--- src/rtl/bmult_share_pkg.sv ---
// Shared types and widths for the shared 16x16 multiplier arbiter.
package bmult_share_pkg;

  localparam int OP_W      = 16;
  localparam int P_W       = 32;
  // Wide enough for the largest supported requester count (8).
  localparam int TAG_IDX_W = 3;
  localparam int CNT_W     = 16;

  // Tracks one in-flight multiply: who asked for it and whether the slot is live.
  typedef struct packed {
    logic                 valid;
    logic [TAG_IDX_W-1:0] idx;
  } tag_t;

  // Increment that sticks at all-ones instead of wrapping.
  function automatic logic [CNT_W-1:0] sat_inc(input logic [CNT_W-1:0] v);
    return (&v) ? v : v + 1'b1;
  endfunction

endpackage

--- src/rtl/bmult_rr_arb.sv ---
// Round-robin picker: first valid index at or after ptr, wrapping.
// Produces a one-hot grant, the granted index, and an any-grant flag.
module bmult_rr_arb #(
  parameter int N     = 4,
  parameter int IDX_W = $clog2(N)
) (
  input  logic [N-1:0]     valid,
  input  logic [IDX_W-1:0] ptr,
  output logic [N-1:0]     gnt,
  output logic [IDX_W-1:0] gnt_idx,
  output logic             any
);

  // Scan N positions starting at ptr; the first valid one wins.
  always_comb begin
    int s;
    logic [IDX_W-1:0] idx_c;
    gnt     = '0;
    gnt_idx = '0;
    any     = 1'b0;
    s       = 0;
    idx_c   = '0;
    for (int k = 0; k < N; k++) begin
      s = int'(ptr) + k;
      if (s >= N) s = s - N;
      idx_c = IDX_W'(s);
      if (!any && valid[idx_c]) begin
        any          = 1'b1;
        gnt[idx_c]   = 1'b1;
        gnt_idx      = idx_c;
      end
    end
  end

endmodule

--- src/rtl/bmult_share_arb.sv ---
// bmult_share_arb: shares one pipelined 16x16 multiplier among NUM_REQ
// requesters with round-robin issue, full throughput and no response
// backpressure. Each grant carries a tag down a pipe matched to the
// multiplier latency so the product can be steered back to its owner.
// Optional: define BMULT_SHARE_ARB_STATS_EN to add per-requester
// saturating grant counters on port grant_cnt.
module bmult_share_arb
  import bmult_share_pkg::*;
#(
  parameter int NUM_REQ  = 4,
  parameter int MULT_LAT = 2
) (
  input  logic                          clk,
  input  logic                          rst,
  input  logic                          en,
  input  logic [NUM_REQ-1:0]            req_valid,
  output logic [NUM_REQ-1:0]            req_ready,
  input  logic [NUM_REQ-1:0][OP_W-1:0]  req_a,
  input  logic [NUM_REQ-1:0][OP_W-1:0]  req_b,
  output logic [NUM_REQ-1:0]            resp_valid,
  output logic [P_W-1:0]                resp_p,
  output logic [OP_W-1:0]               mult_a,
  output logic [OP_W-1:0]               mult_b,
  input  logic [P_W-1:0]                mult_p,
  output logic                          idle
`ifdef BMULT_SHARE_ARB_STATS_EN
  ,output logic [NUM_REQ-1:0][CNT_W-1:0] grant_cnt
`endif
);

  localparam int IDX_W  = $clog2(NUM_REQ);
  // Tag stage s is live during the cycle s+1 after the grant edge; the
  // last stage lines up with the product leaving the multiplier.
  localparam int STAGES = MULT_LAT;

  logic [IDX_W-1:0]   ptr;
  logic [NUM_REQ-1:0] arb_valid;
  logic [NUM_REQ-1:0] gnt;
  logic [IDX_W-1:0]   gnt_idx;
  logic               gnt_any;
  tag_t               tag_in;
  tag_t               tag_pipe [STAGES:0];

  // Nothing is offered while disabled or held in reset.
  assign arb_valid = (en && !rst) ? req_valid : '0;

  bmult_rr_arb #(.N(NUM_REQ), .IDX_W(IDX_W)) u_arb (
    .valid   (arb_valid),
    .ptr     (ptr),
    .gnt     (gnt),
    .gnt_idx (gnt_idx),
    .any     (gnt_any)
  );

  assign req_ready = gnt;
  assign resp_p    = mult_p;

  // Build the tag for this cycle's grant (idx widened to the package width).
  always_comb begin
    tag_in              = '0;
    tag_in.valid        = gnt_any;
    tag_in.idx[IDX_W-1:0] = gnt_idx;
  end

  // Operand capture and pointer advance on every grant; hold otherwise.
  always_ff @(posedge clk or posedge rst) begin
    if (rst) begin
      ptr    <= '0;
      mult_a <= '0;
      mult_b <= '0;
    end else if (gnt_any) begin
      mult_a <= req_a[gnt_idx];
      mult_b <= req_b[gnt_idx];
      ptr    <= (gnt_idx == IDX_W'(NUM_REQ - 1)) ? '0 : gnt_idx + 1'b1;
    end
  end

  // Tag shift pipe; reset drops every in-flight operation.
  always_ff @(posedge clk or posedge rst) begin
    if (rst) begin
      for (int s = 0; s <= STAGES; s++) tag_pipe[s] <= '0;
    end else begin
      tag_pipe[0] <= tag_in;
      for (int s = 1; s <= STAGES; s++) tag_pipe[s] <= tag_pipe[s-1];
    end
  end

  // Steer the completing tag to a one-cycle response strobe.
  always_comb begin
    resp_valid = '0;
    for (int i = 0; i < NUM_REQ; i++)
      resp_valid[i] = tag_pipe[STAGES].valid &&
                      (tag_pipe[STAGES].idx == TAG_IDX_W'(i));
  end

  // Idle when no stage holds a live tag.
  always_comb begin
    idle = 1'b1;
    for (int s = 0; s <= STAGES; s++)
      if (tag_pipe[s].valid) idle = 1'b0;
  end

`ifdef BMULT_SHARE_ARB_STATS_EN
  // Per-requester grant counters, saturating at all-ones.
  always_ff @(posedge clk or posedge rst) begin
    if (rst) begin
      grant_cnt <= '0;
    end else begin
      for (int i = 0; i < NUM_REQ; i++)
        if (gnt[i]) grant_cnt[i] <= sat_inc(grant_cnt[i]);
    end
  end
`endif

endmodule

--- config.mk ---
export PLATFORM = sky130hd
export DESIGN_NAME = bmult_share_arb
export DESIGN_NICKNAME = d
export VERILOG_FILES = /design/src/rtl/bmult_share_pkg.sv /design/src/rtl/bmult_rr_arb.sv /design/src/rtl/bmult_share_arb.sv
export SDC_FILE = /design/constraint.sdc
export NUM_CORES = 1
export LEC_CHECK = 0
export BUFFER_PORTS_ARGS = -buffer_cell sky130_fd_sc_hd__buf_2
export CORE_AREA = 2 2 94 96
export CTS_CLUSTER_DIAMETER = 30
export CTS_CLUSTER_SIZE = 24
export DETAILED_ROUTE_END_ITERATION = 10
export DIE_AREA = 0 0 96 98
export PLACE_DENSITY = 0.85
export SLEW_MARGIN = 15
export SYNTH_ARGS = -nofsm -noshare
export SYNTH_HDL_FRONTEND = slang
export SYNTH_HIERARCHICAL = 1
export SYNTH_SLANG_ARGS = --single-unit
--- constraint.sdc ---
create_clock -name clk -period 3.86 [get_ports clk]
set_input_delay 0.772 -clock clk [delete_from_list [all_inputs] [get_ports clk]]
set_output_delay 0.772 -clock clk [all_outputs]
set_load 0.05 [all_outputs]
## Yosys cells after proc, flatten, opt, wreduce, memory -nomap -nowiden

Index checks and enable logic that the tools add are counted.
Widths: inputs -> output; s select.

| word-level totals | value |
|---|---|
| bits in registers | 43 |
| input port bits | 167 |
| output and inout port bits | 73 |
| logic and storage cells | 95 |

| cells by class | value |
|---|---|
| add/subtract/negate cells | 8 |
| order comparisons | 13 |
| equal/unequal tests | 4 |
| muxes and demuxes | 41 |
| bitwise gates (word level) | 3 |
| reduce and logical (&&, ||, !) cells | 17 |

Operators with widths:

| operator | count |
|---|---|
| $bmux 16 s2 | 2 |
| $mux 16 | 2 |
| $mux 4 | 5 |
| $mux 2 | 9 |
| $lt 2x3->1 const B | 5 |
| $mux 1 | 15 |
| $logic_and 1x1->1 | 12 |
| $or 4x4->4 | 3 |
| $ge 3x3->1 const B | 3 |
| $bmux 1 s2 | 4 |
| $demux 1 s2 | 4 |
| $ge 2x1->1 const B | 4 |
| $sub 2x1->2 const B | 4 |
| $add 2x2->3 const B | 2 |
| $eq 2x2->1 const B | 3 |
| $logic_not 1->1 | 4 |
| $add 2x1->3 const B | 1 |
| $ge 2x3->1 const B | 1 |
| $logic_not 3->1 | 1 |
| $add 2x1->2 const B | 1 |
| $eq 2x1->1 const B | 1 |

## Logic depth before layout (Yosys ltp)

Gate-level depths: netlist of the first run.

| logic depth | value |
|---|---|
| depth in word-level cells | 17 |
| mapped depth | 12 |

## Hierarchy

The synthesis of the first run kept the hierarchy.

Modules (own cells, without submodules):

| module | times used | cells each | area an instance (um^2) | sequential area each (um^2) |
|---|---|---|---|---|
| bmult_share_arb | 1 | 238 | 2721.4 | 1076.0 |
| bmult_rr_arb | 1 | 45 | 421.7 | 0.0 |

## Worst setup path after synthesis of the first run

No wires, ideal clock.

| path | value |
|---|---|
| path kind | input to output |
| start | input port en |
| end | output port req_ready[3] |
| data arrival time | 3100 ps |
| setup slack | -12 ps |
| cell stages on the path | 7 |
| path through | nor2b_1 -> and2_1 -> mux4_2 -> buf_6 -> and2b_2 -> a22oi_1 -> o21ai_0 |

| on the way | value |
|---|---|
| word-level cells in the longest chain between the ends | 14 |

Ends and longest elaborated chain:

| what | line | RTL |
|---|---|---|
| from (decl) | bmult_share_arb.sv:15 | `input logic en,` |
| $logic_and 1x1->1 * | bmult_share_arb.sv:45 | `assign arb_valid = (en && !rst) ? req_valid : '0;` |
| $mux 4 * | bmult_share_arb.sv:45 |  |
| via arb_valid[2] | bmult_share_arb.sv:37 | `logic [NUM_REQ-1:0] arb_valid;` |
| $bmux 1 s2 | bmult_rr_arb.sv:27 | `if (!any && valid[idx_c]) begin` |
| $mux 1 (implied by the code) | bmult_rr_arb.sv:27 |  |
| $mux 1 | bmult_rr_arb.sv:27 |  |
| $logic_not 1->1 | bmult_rr_arb.sv:27 |  |
| $logic_and 1x1->1 | bmult_rr_arb.sv:27 |  |
| $mux 1 | bmult_rr_arb.sv:27 |  |
| $logic_not 1->1 | bmult_rr_arb.sv:27 |  |
| $logic_and 1x1->1 | bmult_rr_arb.sv:27 |  |
| $mux 1 | bmult_rr_arb.sv:27 |  |
| $logic_not 1->1 | bmult_rr_arb.sv:27 |  |
| $logic_and 1x1->1 | bmult_rr_arb.sv:27 |  |
| $mux 4 * | bmult_rr_arb.sv:27 |  |
| to (decl) | bmult_share_arb.sv:17 | `output logic [NUM_REQ-1:0] req_ready,` |

Mark *: on every way through the listed nets, which the timed path passes. The rest lies on a longest branch. The select of a mux whose other input is x is not followed.

## Worst setup path after layout of the first run

| path | value |
|---|---|
| start | input port en |
| end | output port req_ready[2] |

The elaborated chain is that of the path after synthesis.

==> flow_summary.json, run 1 <==
{
  "status": "finished, final reports clean",
  "worstPathMaxFanout": 13,
  "worst_ep_required_time_ns": 3.09,
  "crit_type": "input pin to output port",
  "synth_nets": 456,
  "die_x_microns": 96,
  "grt_pass1_wl_microns": 12770,
  "startpoint_type": "input pin",
  "setup_violations": 0,
  "num_antenna_cells": 0,
  "areaGrowthSynthToFinish_pct": 24.20,
  "endpoint_kind": "output port",
  "drc": 0,
  "antenna_found_initial": 0,
  "path_clk_slew_ns": 0.07,
  "ant_nets": 0,
  "power_density_nw_per_um2": 871.2,
  "grt_max_degree": 44,
  "fp.dieH_microns": 98,
  "worstHoldStart": "tag_pipe[5]$_DFF_PP0_",
  "overflow": 0,
  "drt-pass1-iter-count": 4,
  "synth_area_leaders": "dfrtp_1 34%, mux2i_1 21%, o221ai_1 9.2%",
  "final_max_slew_viol_count": 0,
  "place_congestion": 0.8418,
  "routed_wl_microns": 8119,
  "synth_area_sq_um": 3143,
  "worstPathArrival_ns": 2.80,
  "via_count": 2772,
  "tightest_slew_ns": 0.9507,
  "hold_path.class": "flop to flop",
  "slew_headroom_pct": 36.62,
  "initial_core_util_pct": 37.13,
  "dp_hpwl_microns": 6312,
  "dieArea_sq_um": 9408,
  "tns_ns": 0,
  "grt_pass1_vias": 2892,
  "cts_hold_buf": 0,
  "portBuffers": 175,
  "timing.final.crit_share_pct": 92.52,
  "wl_per_cell_microns": 15.35,
  "cts_buffers": 5,
  "synth-edff-count": 0,
  "min_period_ns": 3.571,
  "clk_latency_ns": 0.28,
  "drive_gt1_share_pct": 47.03,
  "synth_warnings": 6,
  "drt_iter0_markers": 135,
  "synthTopCellsByCount": "66 x mux2i_1, 43 x dfrtp_1, 34 x nand2b_1",
  "yosysSeqAreaShare_pct": 34.24,
  "synth_cell_types": 32,
  "cts_sinks": 43,
  "yosys.area.top_type": "dfrtp_1",
  "rsz0062_at_grt": "false",
  "synth_area_per_cell_sq_um": 11.11,
  "postSynthCellCount": 283,
  "coreArea_sq_um": 8466,
  "cts_tree": "yes",
  "vias_per_cell": 5.240,
  "layout.cells.non_filler": 529,
  "hold_viol_final": 0,
  "ctsResizeCount": 0,
  "cts_buffer_depth": 2,
  "crit_start": "en",
  "dpl.cell_count": 523,
  "yosysMostFrequentCell": "mux2i_1",
  "root_buffer": "clkbuf_8",
  "fin_worst_skew_ns": 0.007677,
  "ir_drop_v": 0.0004212,
  "htreeDepth": 2,
  "synthFlopType": "dfrtp_1",
  "synthArstFlopShare_pct": 100.0,
  "nNetsFinal": 595,
  "rr_startpoint": "ptr[1]$_DFFE_PP0P_",
  "cellLeakagePower_nw": 1.902,
  "fmax_mhz": 280.0,
  "io_pins": 240,
  "grtUsageTotal_pct": 17.03,
  "post_cts_buffers": 0,
  "synth-seq-cells": 43,
  "worst_hold_slack_ns": 0.3490,
  "cap_viol_max_count": 0,
  "rows": 34,
  "n_fill_cell": 786,
  "synth_top_area_share_pct": 34.24
}
registers in the layout (all words and copies together) (netlist names):
register  cells
mult_a       16
ptr           2
mult_b       16
tag_pipe      9
metrics by stage:
| step | area, sq um | power (mW) | utilization, % | setup WS [ns] |
|---|---|---|---|---|
| CTS | 3904 | 3.441 | 46.11 | 0.2992 |
| finish | 3904 | 3.401 | 46.11 | 0.2886 |
| detailed placement | 3831 | 3.169 | 45.26 | 0.1800 |
| global placement | 3831 | 3.095 | 45.26 | 0.3189 |
| global route | 3904 | 3.623 | 46.11 | 0.1378 |
| floorplan | 3143 | 2.787 | - | 0.3662 |
power by group:
group | leakage, nW | internal (mW) | switching [mW] | total, mW
clock network | 0.0371 | 0.121 | 0.140 | 0.261
logic | 1.33 | 0.826 | 1.50 | 2.32
registers | 0.532 | 0.675 | 0.141 | 0.816
total | 1.90 | 1.62 | 1.78 | 3.40
cell type report:
| type | count | area, sq um | share of cell area [%] |
|---|---|---|---|
| inverter | 4 | 15.01 | 0.3846 |
| timing repair buffer | 184 | 968.4 | 24.81 |
| sequential | 43 | 1076 | 27.56 |
| tap | 108 | 135.1 | 3.462 |
| clock buffer | 6 | 72.57 | 1.859 |
| multi-input combinational | 184 | 1637 | 41.92 |
cells by family after synthesis:
family,share of synthesized area (%)
muxes,25.20
buffers and inverters,14.13
and+or+nand+nor,11.35
AOI/OAI and AO/OA,12.70
DFF,34.24
adders and majority gates,2.388
final timing paths:
kind | slack, ns | end | cells after the start
max | 0.29 | req_ready[2] | 8
min | 0.35 | tag_pipe[9]$_DFF_PP0_ | 0
max reg2reg | 0.58 | mult_b[6]$_DFFE_PP0P_ | 8
min reg2reg | 0.35 | tag_pipe[9]$_DFF_PP0_ | 0
max in group asynchronous | 2.57 | tag_pipe[0]$_DFF_PP0_ | 2
min in group asynchronous | 0.68 | mult_a[8]$_DFFE_PP0P_ | 2
metal layers:
layer  vias to the layer above  global-route usage (%)  routed length, microns
met4                         0                   6.923                     172
met5                         -                       0                       0
met3                        25                   3.781                     617
li1                       1301                       -                       -
met1                      1308                   19.04                    3195
met2                       138                   30.56                    4133
critical path: stages:
cell and delay, ns:
buf_2 0.09, nor2b_1 0.14, and2_1 0.21, mux4_2 0.65, nor4b_4 0.44, a22oi_1 0.12, o21ai_1 0.10, buf_2 0.27
placed cells by master (no fill, tap or decap), drive strengths merged, types with 2 or more instances in the layout:
| master | count |
|---|---|
| o221ai | 33 |
| nor2 | 5 |
| nor3 | 2 |
| mux2 | 3 |
| inv | 4 |
| and2 | 4 |
| mux4 | 4 |
| nor2b | 2 |
| mux2i | 66 |
| clkbuf | 6 |
| nand2 | 2 |
| ha | 6 |
| nand2b | 35 |
| dfrtp | 43 |
| o21ai | 5 |
| a22oi | 8 |
| buf | 184 |
(Power assumes the default switching activity.)
==> inputs of run 2 (changes only) <==
--- a/config.mk
+++ b/config.mk
@@ -5,13 +5,13 @@
 export SDC_FILE = /design/constraint.sdc
 export NUM_CORES = 1
 export LEC_CHECK = 0
-export BUFFER_PORTS_ARGS = -buffer_cell sky130_fd_sc_hd__buf_2
-export CORE_AREA = 2 2 94 96
+export CORE_AREA = 2 2 93 95
 export CTS_CLUSTER_DIAMETER = 30
 export CTS_CLUSTER_SIZE = 24
 export DETAILED_ROUTE_END_ITERATION = 10
-export DIE_AREA = 0 0 96 98
-export PLACE_DENSITY = 0.85
+export DIE_AREA = 0 0 95 97
+export DONT_BUFFER_PORTS = 1
+export PLACE_DENSITY = 0.62
 export SLEW_MARGIN = 15
 export SYNTH_ARGS = -nofsm -noshare
 export SYNTH_HDL_FRONTEND = slang
==> run 2 against run 1 <==
Sequential power up 72%. Non-clock buffer count fell by 172. Hold slack improved by 0.0044 ns. Sequential share of layout area grew 7.3 points.
==> flow_summary.json, run 2 (same netlist as run 1, synthesis figures left out) <==
{
  "post_cts_buffers": 0,
  "cts_buffer_depth": 2,
  "path_clk_slew_ns": 0.08,
  "grt_max_degree": 44,
  "hold_viol_final": 0,
  "cts_hold_buf": 0,
  "dieArea_sq_um": 9215,
  "drive_gt1_share_pct": 11.55,
  "grt_pass1_wl_microns": 11120,
  "fmax_mhz": 288.3,
  "htreeDepth": 2,
  "portBuffers": 0,
  "overflow": 0,
  "min_period_ns": 3.468,
  "grtUsageTotal_pct": 15.55,
  "coreArea_sq_um": 8134,
  "rsz0062_at_grt": "false",
  "cellLeakagePower_nw": 1.228,
  "power_density_nw_per_um2": 1068,
  "grt_pass1_vias": 2229,
  "startpoint_type": "flop",
  "fin_worst_skew_ns": 0.007731,
  "n_fill_cell": 799,
  "ctsResizeCount": 0,
  "die_x_microns": 95,
  "place_congestion": 0.7381,
  "setup_violations": 0,
  "nNetsFinal": 423,
  "wl_per_cell_microns": 20.75,
  "timing.final.crit_share_pct": 89.85,
  "dp_hpwl_microns": 5521,
  "tns_ns": 0,
  "num_antenna_cells": 0,
  "worst_ep_required_time_ns": 3.09,
  "slew_headroom_pct": 36.58,
  "final_cell_mix": "66 x mux2i_1, 43 x dfrtp_1, 34 x nand2b_1, 33 x o221ai_1, 12 x buf_4",
  "status": "finished, final reports clean",
  "seq_area_sq_um": 1076,
  "drt_iter0_markers": 67,
  "initial_core_util_pct": 38.64,
  "tightest_slew_ns": 0.9499,
  "drt-pass1-iter-count": 4,
  "crit_type": "flop to output port",
  "root_buffer": "clkbuf_8",
  "hold_path.class": "flop to flop",
  "drc": 0,
  "top_regs": "mult_a: 16 flops, mult_b: 16 flops, tag_pipe: 9 flops",
  "routed_wl_microns": 7388,
  "vias_per_cell": 5.924,
  "worstPathArrival_ns": 2.70,
  "ant_nets": 0,
  "multi_input_area_sq_um": 1642,
  "final_max_slew_viol_count": 0,
  "endpoint_kind": "output port",
  "total_power_mw": 3.296,
  "io_pins": 240,
  "final_common_cell": "mux2i_1",
  "r2r_slack_ns": 0.54,
  "ir_drop_v": 0.0004088,
  "cts_buffers": 5,
  "via_count": 2109,
  "cts_tree": "yes",
  "rows": 33,
  "clk_latency_ns": 0.30,
  "areaGrowthSynthToFinish_pct": -1.791,
  "fp.dieH_microns": 97,
  "cap_viol_max_count": 0,
  "worstPathMaxFanout": 10,
  "cts_sinks": 43,
  "antenna_found_initial": 0
}
## run 2: cell count changes in the layout (fill, tap and decap cells not counted), sizes merged
cell    change
buf       -172
bufinv      +2
## run 2: final timing paths
kind / startpoint / to / cells past startpoint
worst min-delay path: tag_pipe[4]$_DFF_PP0_ / tag_pipe[8]$_DFF_PP0_ / 0
worst max register to register: ptr[1]$_DFFE_PP0P_ / mult_a[15]$_DFFE_PP0P_ / 9
worst min register to register: tag_pipe[4]$_DFF_PP0_ / tag_pipe[8]$_DFF_PP0_ / 0
worst max-delay path: ptr[1]$_DFFE_PP0P_ / req_ready[0] / 7
max in group asynchronous: rst / tag_pipe[1]$_DFF_PP0_ / 1
min in group asynchronous: rst / mult_a[11]$_DFFE_PP0P_ / 1
## run 2: final cells by class
cell class / count / area share [%]
multi-input combinational: 184 / 53.18
sequential: 43 / 34.86
tap: 105 / 4.256
timing repair buffer: 12 / 2.919
clock buffer: 6 / 2.351
clock inverter: 2 / 1.946
inverter: 4 / 0.4864
## run 2: layer usage
metal  up-vias  part of all wire [%]  GRT usage [%]
met5         -                     0              0
met4         0                   1.8          5.351
met3        18                   7.2          3.894
met2       116                    56          30.39
met1      1021                    35          15.32
li1        954                     -              -
## run 2: report_power, final
| part | internal (mW) | switching, mW |
|---|---|---|
| combinational | 0.644 | 0.830 |
| clock | 0.259 | 0.163 |
| sequential | 0.664 | 0.737 |
| total | 1.57 | 1.73 |
## run 2: worst max-delay path, stage by stage, from the launching register on
cell     delay [ns]
dfrtp_1        0.54
inv_1          0.16
ha_1           0.39
mux4_2         0.46
nor4b_4        0.40
a22oi_1        0.14
o21ai_1        0.10
buf_4          0.21
## run 2: metrics by stage
step	area (sq um)	worst slack, ns	cells	utilization (%)	hold WS, ns
final	3087	0.3916	356	37.95	0.3534
after global routing	3087	0.2094	356	37.95	0.3674
after CTS	3087	0.3771	356	37.95	0.3553
after detailed placement	2954	0.2699	348	36.32	0.3347
after global placement	2954	0.4016	348	36.32	0.3364
after floorplan	3143	0.3662	283	-	0.3312
